--- src/rtl/plab5_mcore_mem_req_net_adapter_if.sv ---
// Handshake bundle between a memory request port and the request network:
// the request side (val/rdy + mode/domain) and the split control/data network side.
interface plab5_mcore_mem_req_net_adapter_if #(
    parameter int unsigned p_mem_opaque_nbits  = 8,
    parameter int unsigned p_mem_addr_nbits    = 32,
    parameter int unsigned p_mem_data_nbits    = 32,
    parameter int unsigned p_net_opaque_nbits  = 4,
    parameter int unsigned p_net_srcdest_nbits = 3
);
    localparam int unsigned LEN_NBITS  = $clog2(p_mem_data_nbits / 8);
    localparam int unsigned REQ_NBITS  = 3 + p_mem_opaque_nbits + p_mem_addr_nbits
                                         + LEN_NBITS + p_mem_data_nbits;
    localparam int unsigned CTRL_NBITS = 3 + p_mem_opaque_nbits + p_mem_addr_nbits + LEN_NBITS
                                         + p_net_opaque_nbits + 2 * p_net_srcdest_nbits + 1;

    logic                        in_val;
    logic                        in_rdy;
    logic                        in_mode;
    logic                        in_domain;
    logic [REQ_NBITS-1:0]        in_msg;

    logic                        out_val;
    logic                        out_rdy;
    logic                        out_domain;
    logic [CTRL_NBITS-1:0]       out_msg_control;
    logic [p_mem_data_nbits-1:0] out_msg_data;

    // Requester / network-consumer side
    modport master (
        output in_val, in_mode, in_domain, in_msg, out_rdy,
        input  in_rdy, out_val, out_domain, out_msg_control, out_msg_data
    );

    // Adapter side
    modport slave (
        input  in_val, in_mode, in_domain, in_msg, out_rdy,
        output in_rdy, out_val, out_domain, out_msg_control, out_msg_data
    );
endinterface

--- src/rtl/plab5_mcore_mem_req_net_adapter.sv ---
// Buffered memory-request to network-message adapter: queues requests with mode/domain,
// maps the head address to a destination bank and stamps the source id into the opaque.
module plab5_mcore_mem_req_net_adapter #(
    parameter int unsigned p_net_src           = 0,
    parameter int unsigned p_num_banks         = 2,
    parameter int unsigned p_map_mode          = 1,
    parameter int unsigned p_inst_split_addr   = 32'h4000,
    parameter int unsigned p_data_split_addr   = 32'hc000,
    parameter int unsigned p_cacheline_nwords  = 4,
    parameter int unsigned p_num_entries       = 4,
    parameter int unsigned p_domain_drain      = 1,
    parameter int unsigned p_mem_opaque_nbits  = 8,
    parameter int unsigned p_mem_addr_nbits    = 32,
    parameter int unsigned p_mem_data_nbits    = 32,
    parameter int unsigned p_net_opaque_nbits  = 4,
    parameter int unsigned p_net_srcdest_nbits = 3
) (
    input logic clk,
    input logic reset,
    plab5_mcore_mem_req_net_adapter_if.slave bus
);
    localparam int unsigned MO       = p_mem_opaque_nbits;
    localparam int unsigned MA       = p_mem_addr_nbits;
    localparam int unsigned MD       = p_mem_data_nbits;
    localparam int unsigned NO       = p_net_opaque_nbits;
    localparam int unsigned NS       = p_net_srcdest_nbits;
    localparam int unsigned LEN_NB   = $clog2(MD / 8);
    localparam int unsigned REQ_NB   = 3 + MO + MA + LEN_NB + MD;
    localparam int unsigned PTR_NB   = $clog2(p_num_entries);
    localparam int unsigned CNT_NB   = PTR_NB + 1;
    localparam int unsigned BANK_NB  = (p_num_banks > 1) ? $clog2(p_num_banks) : 1;
    localparam int unsigned ILV_LSB  = 2 + $clog2(p_cacheline_nwords);
    localparam int unsigned LEN_LSB  = MD;
    localparam int unsigned ADDR_LSB = LEN_LSB + LEN_NB;
    localparam int unsigned OPQ_LSB  = ADDR_LSB + MA;
    localparam int unsigned TYPE_LSB = OPQ_LSB + MO;

    localparam logic [NS-1:0]     SRC_ID     = NS'(p_net_src);
    localparam logic              REQ_DOMAIN = 1'(p_net_src % 2);
    localparam logic [CNT_NB-1:0] FULL_CNT   = CNT_NB'(p_num_entries);

    // Queue storage; payload is intentionally left unreset
    logic [REQ_NB-1:0] msg_mem    [p_num_entries];
    logic              mode_mem   [p_num_entries];
    logic              domain_mem [p_num_entries];

    logic [PTR_NB-1:0] head;
    logic [PTR_NB-1:0] tail;
    logic [CNT_NB-1:0] count;
    logic              q_domain;

    logic              in_rdy_w;
    logic              out_val_w;
    logic              enq;
    logic              deq;
    logic              domain_block;

    logic [REQ_NB-1:0] head_msg;
    logic              head_mode;
    logic [2:0]        head_type;
    logic [MO-1:0]     head_opaque;
    logic [MA-1:0]     head_addr;
    logic [LEN_NB-1:0] head_len;
    logic [MD-1:0]     head_data;
    logic [MA-1:0]     split_addr;
    logic [BANK_NB-1:0] bank_sel;
    logic [NS-1:0]     dest;
    logic [MO-1:0]     opaque_out;
    logic              unused_opaque_hi;

    // A request from another domain waits until the queue has fully drained
    assign domain_block = (p_domain_drain != 0) && (count != '0) && (bus.in_domain != q_domain);
    assign in_rdy_w     = (count != FULL_CNT) && !domain_block;
    assign out_val_w    = (count != '0);
    assign enq          = bus.in_val && in_rdy_w;
    assign deq          = out_val_w && bus.out_rdy;

    always_ff @(posedge clk or negedge reset) begin
        if (!reset) begin
            head     <= '0;
            tail     <= '0;
            count    <= '0;
            q_domain <= 1'b0;
        end else begin
            if (enq) begin
                tail     <= tail + PTR_NB'(1);
                q_domain <= bus.in_domain;
            end
            if (deq) begin
                head <= head + PTR_NB'(1);
            end
            if (enq && !deq) begin
                count <= count + CNT_NB'(1);
            end else if (!enq && deq) begin
                count <= count - CNT_NB'(1);
            end
        end
    end

    always_ff @(posedge clk) begin
        if (enq) begin
            msg_mem[tail]    <= bus.in_msg;
            mode_mem[tail]   <= bus.in_mode;
            domain_mem[tail] <= bus.in_domain;
        end
    end

    assign head_msg    = msg_mem[head];
    assign head_mode   = mode_mem[head];
    assign head_type   = head_msg[TYPE_LSB +: 3];
    assign head_opaque = head_msg[OPQ_LSB +: MO];
    assign head_addr   = head_msg[ADDR_LSB +: MA];
    assign head_len    = head_msg[LEN_LSB +: LEN_NB];
    assign head_data   = head_msg[MD-1:0];

    assign split_addr = head_mode ? MA'(p_data_split_addr) : MA'(p_inst_split_addr);
    assign bank_sel   = head_addr[ILV_LSB +: BANK_NB];

    // Destination bank under the selected address map
    always_comb begin
        dest = '0;
        if (p_map_mode == 1) begin
            if (head_addr >= split_addr) begin
                dest = NS'(1);
            end
        end else if (p_map_mode == 2 && p_num_banks > 1) begin
            dest = NS'(bank_sel);
        end
    end

    // Source id replaces the opaque MSBs so responses can be routed back
    assign opaque_out       = {SRC_ID, head_opaque[MO-NS-1:0]};
    assign unused_opaque_hi = ^head_opaque[MO-1 -: NS];

    assign bus.in_rdy          = in_rdy_w;
    assign bus.out_val         = out_val_w;
    assign bus.out_domain      = domain_mem[head];
    assign bus.out_msg_control = {dest, SRC_ID, {NO{1'b0}}, REQ_DOMAIN,
                                  head_type, opaque_out, head_addr, head_len};
    assign bus.out_msg_data    = head_data;
endmodule

--- src/flat_wrapper.sv ---
// flat-port wrapper written by rule: the top's interface ports become plain ports
module plab5_mcore_mem_req_net_adapter_flat 
#(
    parameter int unsigned p_net_src           = 0,
    parameter int unsigned p_num_banks         = 2,
    parameter int unsigned p_map_mode          = 1,
    parameter int unsigned p_inst_split_addr   = 32'h4000,
    parameter int unsigned p_data_split_addr   = 32'hc000,
    parameter int unsigned p_cacheline_nwords  = 4,
    parameter int unsigned p_num_entries       = 4,
    parameter int unsigned p_domain_drain      = 1,
    parameter int unsigned p_mem_opaque_nbits  = 8,
    parameter int unsigned p_mem_addr_nbits    = 32,
    parameter int unsigned p_mem_data_nbits    = 32,
    parameter int unsigned p_net_opaque_nbits  = 4,
    parameter int unsigned p_net_srcdest_nbits = 3
)
  (clk, reset, bus_in_val, bus_in_mode, bus_in_domain, bus_in_msg, bus_out_rdy, bus_in_rdy, bus_out_val, bus_out_domain, bus_out_msg_control, bus_out_msg_data);
  plab5_mcore_mem_req_net_adapter_if #(.p_mem_opaque_nbits(p_mem_opaque_nbits), .p_mem_addr_nbits(p_mem_addr_nbits), .p_mem_data_nbits(p_mem_data_nbits), .p_net_opaque_nbits(p_net_opaque_nbits), .p_net_srcdest_nbits(p_net_srcdest_nbits)) bus_i ();
  input logic clk;
  input logic reset;
  input wire logic [$bits(bus_i.in_val)-1:0] bus_in_val;
  input wire logic [$bits(bus_i.in_mode)-1:0] bus_in_mode;
  input wire logic [$bits(bus_i.in_domain)-1:0] bus_in_domain;
  input wire logic [$bits(bus_i.in_msg)-1:0] bus_in_msg;
  input wire logic [$bits(bus_i.out_rdy)-1:0] bus_out_rdy;
  output wire logic [$bits(bus_i.in_rdy)-1:0] bus_in_rdy;
  output wire logic [$bits(bus_i.out_val)-1:0] bus_out_val;
  output wire logic [$bits(bus_i.out_domain)-1:0] bus_out_domain;
  output wire logic [$bits(bus_i.out_msg_control)-1:0] bus_out_msg_control;
  output wire logic [$bits(bus_i.out_msg_data)-1:0] bus_out_msg_data;
  assign bus_i.in_val = bus_in_val;
  assign bus_i.in_mode = bus_in_mode;
  assign bus_i.in_domain = bus_in_domain;
  assign bus_i.in_msg = bus_in_msg;
  assign bus_i.out_rdy = bus_out_rdy;
  assign bus_in_rdy = bus_i.in_rdy;
  assign bus_out_val = bus_i.out_val;
  assign bus_out_domain = bus_i.out_domain;
  assign bus_out_msg_control = bus_i.out_msg_control;
  assign bus_out_msg_data = bus_i.out_msg_data;
  plab5_mcore_mem_req_net_adapter #(.p_net_src(p_net_src), .p_num_banks(p_num_banks), .p_map_mode(p_map_mode), .p_inst_split_addr(p_inst_split_addr), .p_data_split_addr(p_data_split_addr), .p_cacheline_nwords(p_cacheline_nwords), .p_num_entries(p_num_entries), .p_domain_drain(p_domain_drain), .p_mem_opaque_nbits(p_mem_opaque_nbits), .p_mem_addr_nbits(p_mem_addr_nbits), .p_mem_data_nbits(p_mem_data_nbits), .p_net_opaque_nbits(p_net_opaque_nbits), .p_net_srcdest_nbits(p_net_srcdest_nbits)) u_core (.clk(clk), .reset(reset), .bus(bus_i));
endmodule
--- config.mk ---
export PLATFORM = sky130hd
export DESIGN_NAME = plab5_mcore_mem_req_net_adapter_flat
export DESIGN_NICKNAME = d
export VERILOG_FILES = /design/src/rtl/plab5_mcore_mem_req_net_adapter_if.sv /design/src/rtl/plab5_mcore_mem_req_net_adapter.sv /design/src/flat_wrapper.sv
export SDC_FILE = /design/constraint.sdc
export NUM_CORES = 1
export LEC_CHECK = 0
export ABC_AREA = 1
export CAP_MARGIN = 30
export CORE_MARGIN = 4
export CORE_UTILIZATION = 58
export DETAILED_ROUTE_END_ITERATION = 8
export GPL_TIMING_DRIVEN = 0
export PLACE_DENSITY = 0.84
export RECOVER_POWER = 25
export SETUP_SLACK_MARGIN = 0.2
export SLEW_MARGIN = 20
export SYNTH_ARGS = -nofsm -noshare
export SYNTH_HDL_FRONTEND = slang
export SYNTH_SLANG_ARGS = --single-unit
--- constraint.sdc ---
create_clock -name clk -period 9.6 [get_ports clk]
set_input_delay 1.92 -clock clk [delete_from_list [all_inputs] [get_ports clk]]
set_output_delay 1.92 -clock clk [all_outputs]
set_load 0.02 [all_outputs]
==> results of run 1 <==
## through the flow
stage	util [%]	power (mW)
floorplan	-	3.01
global placement	68.7	3.90
detailed placement	70.2	3.98
CTS	74.8	5.10
global route	74.9	5.33
finish	74.9	5.07
## flip-flops by register name, summed over array words and instances, names as in the netlist
| name | cells |
|---|---|
| u_core.count | 3 |
| u_core.q_domain | 1 |
| u_core.domain_mem | 4 |
| u_core.msg_mem | 296 |
| u_core.mode_mem | 4 |
| u_core.tail | 2 |
| u_core.head | 2 |
## metal layers
layer	share of wire [%]	track usage [%]	vias to the layer above
met5	0.22	0	-
met4	1.8	6.29	8
met3	7.8	4.70	50
met2	52	42.7	339
met1	38	30.0	3786
li1	-	-	3565
## layout by cell type, fill, tap and decap left out, types with 20 or more instances in the layout
cell,instances
buf_4,20
clkbuf_1,32
clkbuf_16,31
clkdlybuf4s50_1,110
dlygate4sd3_1,47
edfxtp_1,304
inv_1,29
nand2_1,100
nand3_1,33
nor2_1,130
o21ai_0,118
o22ai_1,58
## layout make-up
type	count	area, sq um	area share, %
sequential	312	9330	61.4
multi-input combinational	477	2270	15.0
timing repair buffer	169	1850	12.2
clock buffer	42	847	5.57
buffer	62	349	2.30
tap	270	338	2.22
inverter	30	115	0.757
clock inverter	13	92.6	0.609
antenna	2	5.00	0.0329
## path summary, 6_finish.rpt
kind | start | end | slack (ns) | cells past startpoint
min in group asynchronous | reset | u_core.q_domain | 1.74 | 1
hold / removal | u_core.q_domain | u_core.q_domain | 0.53 | 2
hold reg to reg | u_core.q_domain | u_core.q_domain | 0.53 | 2
setup reg to reg | u_core.count[0] | u_core.msg_mem[0][32] | 7.10 | 8
max in group asynchronous | reset | u_core.head[1] | 7.58 | 1
setup / recovery | u_core.head[0] | bus_out_msg_control[53] | 4.20 | 12
## worst register-to-register path: cells and delay by family (launching register included)
kind,cells,cell delay [ns]
buffers and inverters,3,0.51
DFF,1,0.42
and+or+nand+nor,4,1.12
AOI/OAI and AO/OA,1,0.13
## power by group
group	switching [mW]	leakage, nW	internal (mW)
Clock	0.469	0.464	0.640
Combinational	1.32	1.99	0.819
Sequential	0.0606	2.86	1.75
Total	1.85	5.32	3.21
## kinds of logic after synthesis
kind of cell | Yosys count | synth area share (%)
xor+xnor | 4 | 0.292
other cells | 1 | 0.0313
fa+ha+maj | 7 | 0.793
mux | 1 | 0.0939
flops | 312 | 77.8
buf+inv | 92 | 3.87
compound gates | 183 | 8.31
simple gates | 269 | 8.81
==> impl_metrics.ini, run 1 <==
[placement]
numPlacedInstances = 1320
port-buffer-count = 157
worst_setup_slack_after_placement_ns = 4.23
post_dp_cell_area_sq_mm = 0.0143
place_congestion = 0.731
place.detailed.hpwl_mm = 17.9

[clock_tree]
max_clock_buf_depth = 3
cts.htree.levels = 1
cts_inserted_buffers = 30
cts-root-buf = clkbuf_16
cts_resized = 0
post_cts_hold_buffer_count = 0
clock_sinks = 312
cts.repair_timing.setup_buffer_count = 0
cts_tree = yes
worstSkewPairLatency_ns = 0.54
cts.reportedPaths.clkPinSlew_ns = 0.06

[routing]
totalWireLength_mm = 27.7
drt_iter0_drcs = 556
remaining_drc_errors = 0
post_drt_via_cell_ratio = 5.63
drt.antenna.violating_nets = 0
drt_first_pass_iters = 5
vias = 7748
average_wire_per_standard_cell_microns = 20.1

[yosys]
syn_area_per_cell_sq_um = 13.8
post_synth_cell_types = 26
ys.warnings.count = 0
yosys-top-cells-area = edfxtp_1, o21ai_0, nor2_1
syn-instance-count = 869
number_of_flops_mapped_to_enable_cells_by_yosys = 304
synth_top_area_cell = edfxtp_1
post-synth-top-area-fraction_pct = 76.1
async_flop_share_pct = 2.56
ys_seq_elements = 312
ys_dominant_reg_cell = edfxtp_1
synthTopCellsByCount = edfxtp_1, nor2_1, o21ai_0, nand2_1, o22ai_1
synth_area_sq_mm = 0.0120
synth_seq_area_share_pct = 77.8
yosys.cell_count.top_type = edfxtp_1

[timing]
layout_min_cycle_time_ns = 5.40
timing.max_slew.rel_slack_pct = 46.4
timing.hold.ws_ns = 0.527
hold_violations = 0
worst_clock_skew_ns = 0.0114
timing.fmax_ghz = 0.185
timing_max_transition_violations_final = 0
setup_tns_ns = 0
final.period_utilization_pct = 56.3
worst_pin_slew_ns = 0.802
total_setup_violations_reported_at_the_end_of_the_flow = 0
setup_repair_after_global_routing_missed_its_margin = false
timing.final.ws_setup_ns = 4.20

[final_layout]
design.final.nets = 1172
filler_cell_count = 1229
final_layout_size_suffix_gt1_share_pct = 9.14
stdcell_area_sq_mm = 0.0152
finish.cell_count_without_fillers = 1377
flow.area_growth_from_synthesis_pct = 26.7

[grt]
grt_pass1_wl_mm = 41.9
maximum_number_of_pins_on_one_net_before_global_route_repair = 26
grt_antenna_before_repair = 5
groute.usage.overall_pct = 23.9
grt.overflow.total = 0
first_global_vias = 7878

[pwr]
power.ir.vdd_worst_mv = 0.265
power_leakage_nw = 5.32
powerDensity_mw_per_mm2 = 333

[setup_path]
path_delay_family = buffers and inverters
crit_path_max_incr_delay_ns = 0.55
worstPathMaxFanout = 10
timing.critical_path.required_ns = 7.68
crit_path_start_kind = flip-flop
critical_path.cell_chain = buf_6, inv_4, buf_4, clkbuf_1, o21ai_0, o22ai_1, ha_1, nand2_1, nand2_1, nor2_1, nand2_1, clkdlybuf4s50_1
slowest_stage = clkdlybuf4s50_1
arr_time_crit_path_ns = 3.48
path_common_cell = nand2_1
setup.worst_path.class = flip-flop to output pin
worstPathBufferInverterCount = 5
endpoint_kind = output pin

[die]
row_count = 52
num_io_pins = 174
floorplan.die.height_microns = 152
fp.coreArea_sq_mm = 0.0203
die-area_sq_mm = 0.0230
initial_utilization_pct = 59.1
chipWidth_microns = 152

[outcome]
result_of_the_run = finished, final reports clean

[worst_hold_path]
hold_path_class = flip-flop to flip-flop

[job]
cap_viol_max_count = 0
Power figures use the tool's default switching activity.
==> inputs of run 2 (changes only) <==
- CORE_UTILIZATION: 58 -> 49
- PLACE_DENSITY: 0.84 -> 0.76
- clock period: 9.6 -> 4.7 ns (I/O delays scaled with it)
==> run 2 against run 1 <==
- hold slack gained 0.0015 ns
- final area grew 0.68%
- routed wire length shrank 0.51%
- die area grew 17%
- power grew 100%
- critical endpoint unchanged
- largest power group unchanged
==> impl_metrics.ini, run 2 (synthesis gave the netlist of run 1 again) <==
[die]
die-area_sq_mm = 0.0270
row_count = 56
fp.coreArea_sq_mm = 0.0238
chipWidth_microns = 164
initial_utilization_pct = 50.5
num_io_pins = 174
floorplan.die.height_microns = 164

[grt]
groute.usage.overall_pct = 19.9
first_global_vias = 7517
grt.overflow.total = 0
maximum_number_of_pins_on_one_net_before_global_route_repair = 25
grt_antenna_before_repair = 5
grt_pass1_wl_mm = 41.5

[clock_tree]
cts.reportedPaths.clkPinSlew_ns = 0.06
cts_resized = 0
cts_tree = yes
cts_inserted_buffers = 31
worstSkewPairLatency_ns = 0.56
clock_sinks = 312
cts.repair_timing.setup_buffer_count = 0
cts-root-buf = clkbuf_16
max_clock_buf_depth = 3
post_cts_hold_buffer_count = 0
cts.htree.levels = 1

[placement]
place.detailed.hpwl_mm = 18.1
place_congestion = 0.739
post_dp_cell_area_sq_mm = 0.0144
port-buffer-count = 157

[timing]
hold_violations = 0
timing.max_slew.rel_slack_pct = 59.0
setup_repair_after_global_routing_missed_its_margin = false
final.period_utilization_pct = 90.9
total_setup_violations_reported_at_the_end_of_the_flow = 0
layout_min_cycle_time_ns = 4.27
timing_max_transition_violations_final = 0
worst_clock_skew_ns = 0.00814
worst_pin_slew_ns = 0.615
timing.fmax_ghz = 0.234

[pwr]
switchingPower_mw = 3.80
p_sw_share_pct = 36.6
combinationalPowerShare_pct = 42.2
power_leakage_nw = 5.33
sequentialPowerShare_pct = 35.6
cell_internal_power_mw = 6.57
clock_power_share_pct = 22.1
powerDensity_mw_per_mm2 = 678
power.ir.vdd_worst_mv = 0.486

[final_layout]
number_of_flip_flops_in_the_largest_register = 296
most-common-layout-cells = edfxtp_1, nor2_1, o21ai_0
largest-register = u_core.msg_mem
final_layout_size_suffix_gt1_share_pct = 9.26
flow.area_growth_from_synthesis_pct = 27.6
design.final.nets = 1172
final_common_cell = edfxtp_1
postLayoutCoreUtil_pct = 64.4
layout_top_registers = u_core.msg_mem x296, u_core.domain_mem x4, u_core.mode_mem x4
stdcell_area_sq_mm = 0.0153

[setup_path]
critical_path.startpoint = u_core.head[0]
rr_startpoint = u_core.count[0]
r2r_setup_slack_ns = 2.30
crit_path_start_kind = flip-flop
timing.critical_path.required_ns = 3.76
setup.worst_path.class = flip-flop to output pin
regToRegEndpoint = u_core.msg_mem[1][19]
arr_time_crit_path_ns = 3.33
worstSetupEndpoint = bus_out_msg_control[53]
reg2reg_depth = 8
endpoint_kind = output pin
worstPathMaxFanout = 10

[routing]
drt.antenna.violating_nets = 0
totalWireLength_mm = 27.6
drt_first_pass_iters = 5
remaining_drc_errors = 0
post_drt_via_cell_ratio = 5.31
vias = 7548
average_wire_per_standard_cell_microns = 19.4
drt_iter0_drcs = 687

[worst_hold_path]
hold_path_class = flip-flop to flip-flop
worst_hold_startpoint = u_core.q_domain

[outcome]
result_of_the_run = finished, final reports clean

[job]
cap_viol_max_count = 0
==> run 2: changes by cell type in the layout (fill, tap and decap cells not counted), sizes merged <==
cell           previous run  this run
buf                      48        50
bufinv                    1         2
clkbuf                   68        55
clkdlybuf4s50           110       114
clkinv                   11        14
clkinvlp                  1         2
dlygate4sd3              47        43
inv                      30        32
==> run 2: layout make-up <==
| type | count | area, sq um |
|---|---|---|
| inverter | 30 | 115 |
| buffer | 59 | 338 |
| sequential | 312 | 9330 |
| clock inverter | 20 | 164 |
| tap | 319 | 399 |
| timing repair buffer | 171 | 1900 |
| clock buffer | 32 | 779 |
| fill | 1724 | 8450 |
| multi-input combinational | 477 | 2270 |
| antenna | 2 | 5.00 |
==> run 2: metal layers <==
metal	vias to the layer above	share of wire [%]	GRT usage, %
li1	3568	-	-
met1	3660	41	26.5
met2	261	50	34.1
met3	51	7.1	4.22
met4	8	2.0	4.61
met5	-	0.17	0
==> run 2: power groups by stage <==
stage | sequential (mW) | clock [mW] | combinational, mW
global placement | 3.85 | 0 | 4.17
global route | 3.73 | 2.46 | 4.75
floorplan | 3.78 | 0 | 2.36
finish | 3.70 | 2.30 | 4.38
CTS | 3.70 | 2.33 | 4.45
detailed placement | 3.75 | 0 | 4.42
==> run 2: stage by stage <==
step | hold WS (ns) | total power, mW | std cells | TNS [ns] | setup slack, ns
after global placement | 0.492 | 8.02 | 1357 | -1005.91 | -3.41
after detailed placement | 0.512 | 8.17 | 1371 | 0 | 0.847
after CTS | 0.525 | 10.5 | 1423 | 0 | 0.219
final | 0.529 | 10.4 | 1422 | 0 | 0.428
after floorplan | 0.475 | 6.15 | 881 | -157.46 | -0.518
after global routing | 0.571 | 10.9 | 1421 | 0 | 0.246
==> run 2: worst min path at each step <==
stage	to	depth (start not counted)	slack, ns
2_1_floorplan	u_core.q_domain	2	0.47
3_3_place_gp	u_core.q_domain	2	0.49
3_5_place_dp	u_core.q_domain	2	0.51
4_1_cts	u_core.q_domain	2	0.53
5_1_grt	u_core.count[0]	1	0.57
6_report	u_core.q_domain	2	0.53
==> run 2: worst max-delay path, cell delays in order, from the launching register on <==
cell and delay [ns]:
dfrtp_1 0.34, buf_6 0.18, buf_4 0.21, buf_4 0.20
buf_2 0.26, nor2_1 0.09, o22ai_1 0.32, ha_1 0.30
nand2_1 0.07, nand2_1 0.06, nor2_1 0.11, nand2_1 0.06
clkdlybuf4s50_1 0.59
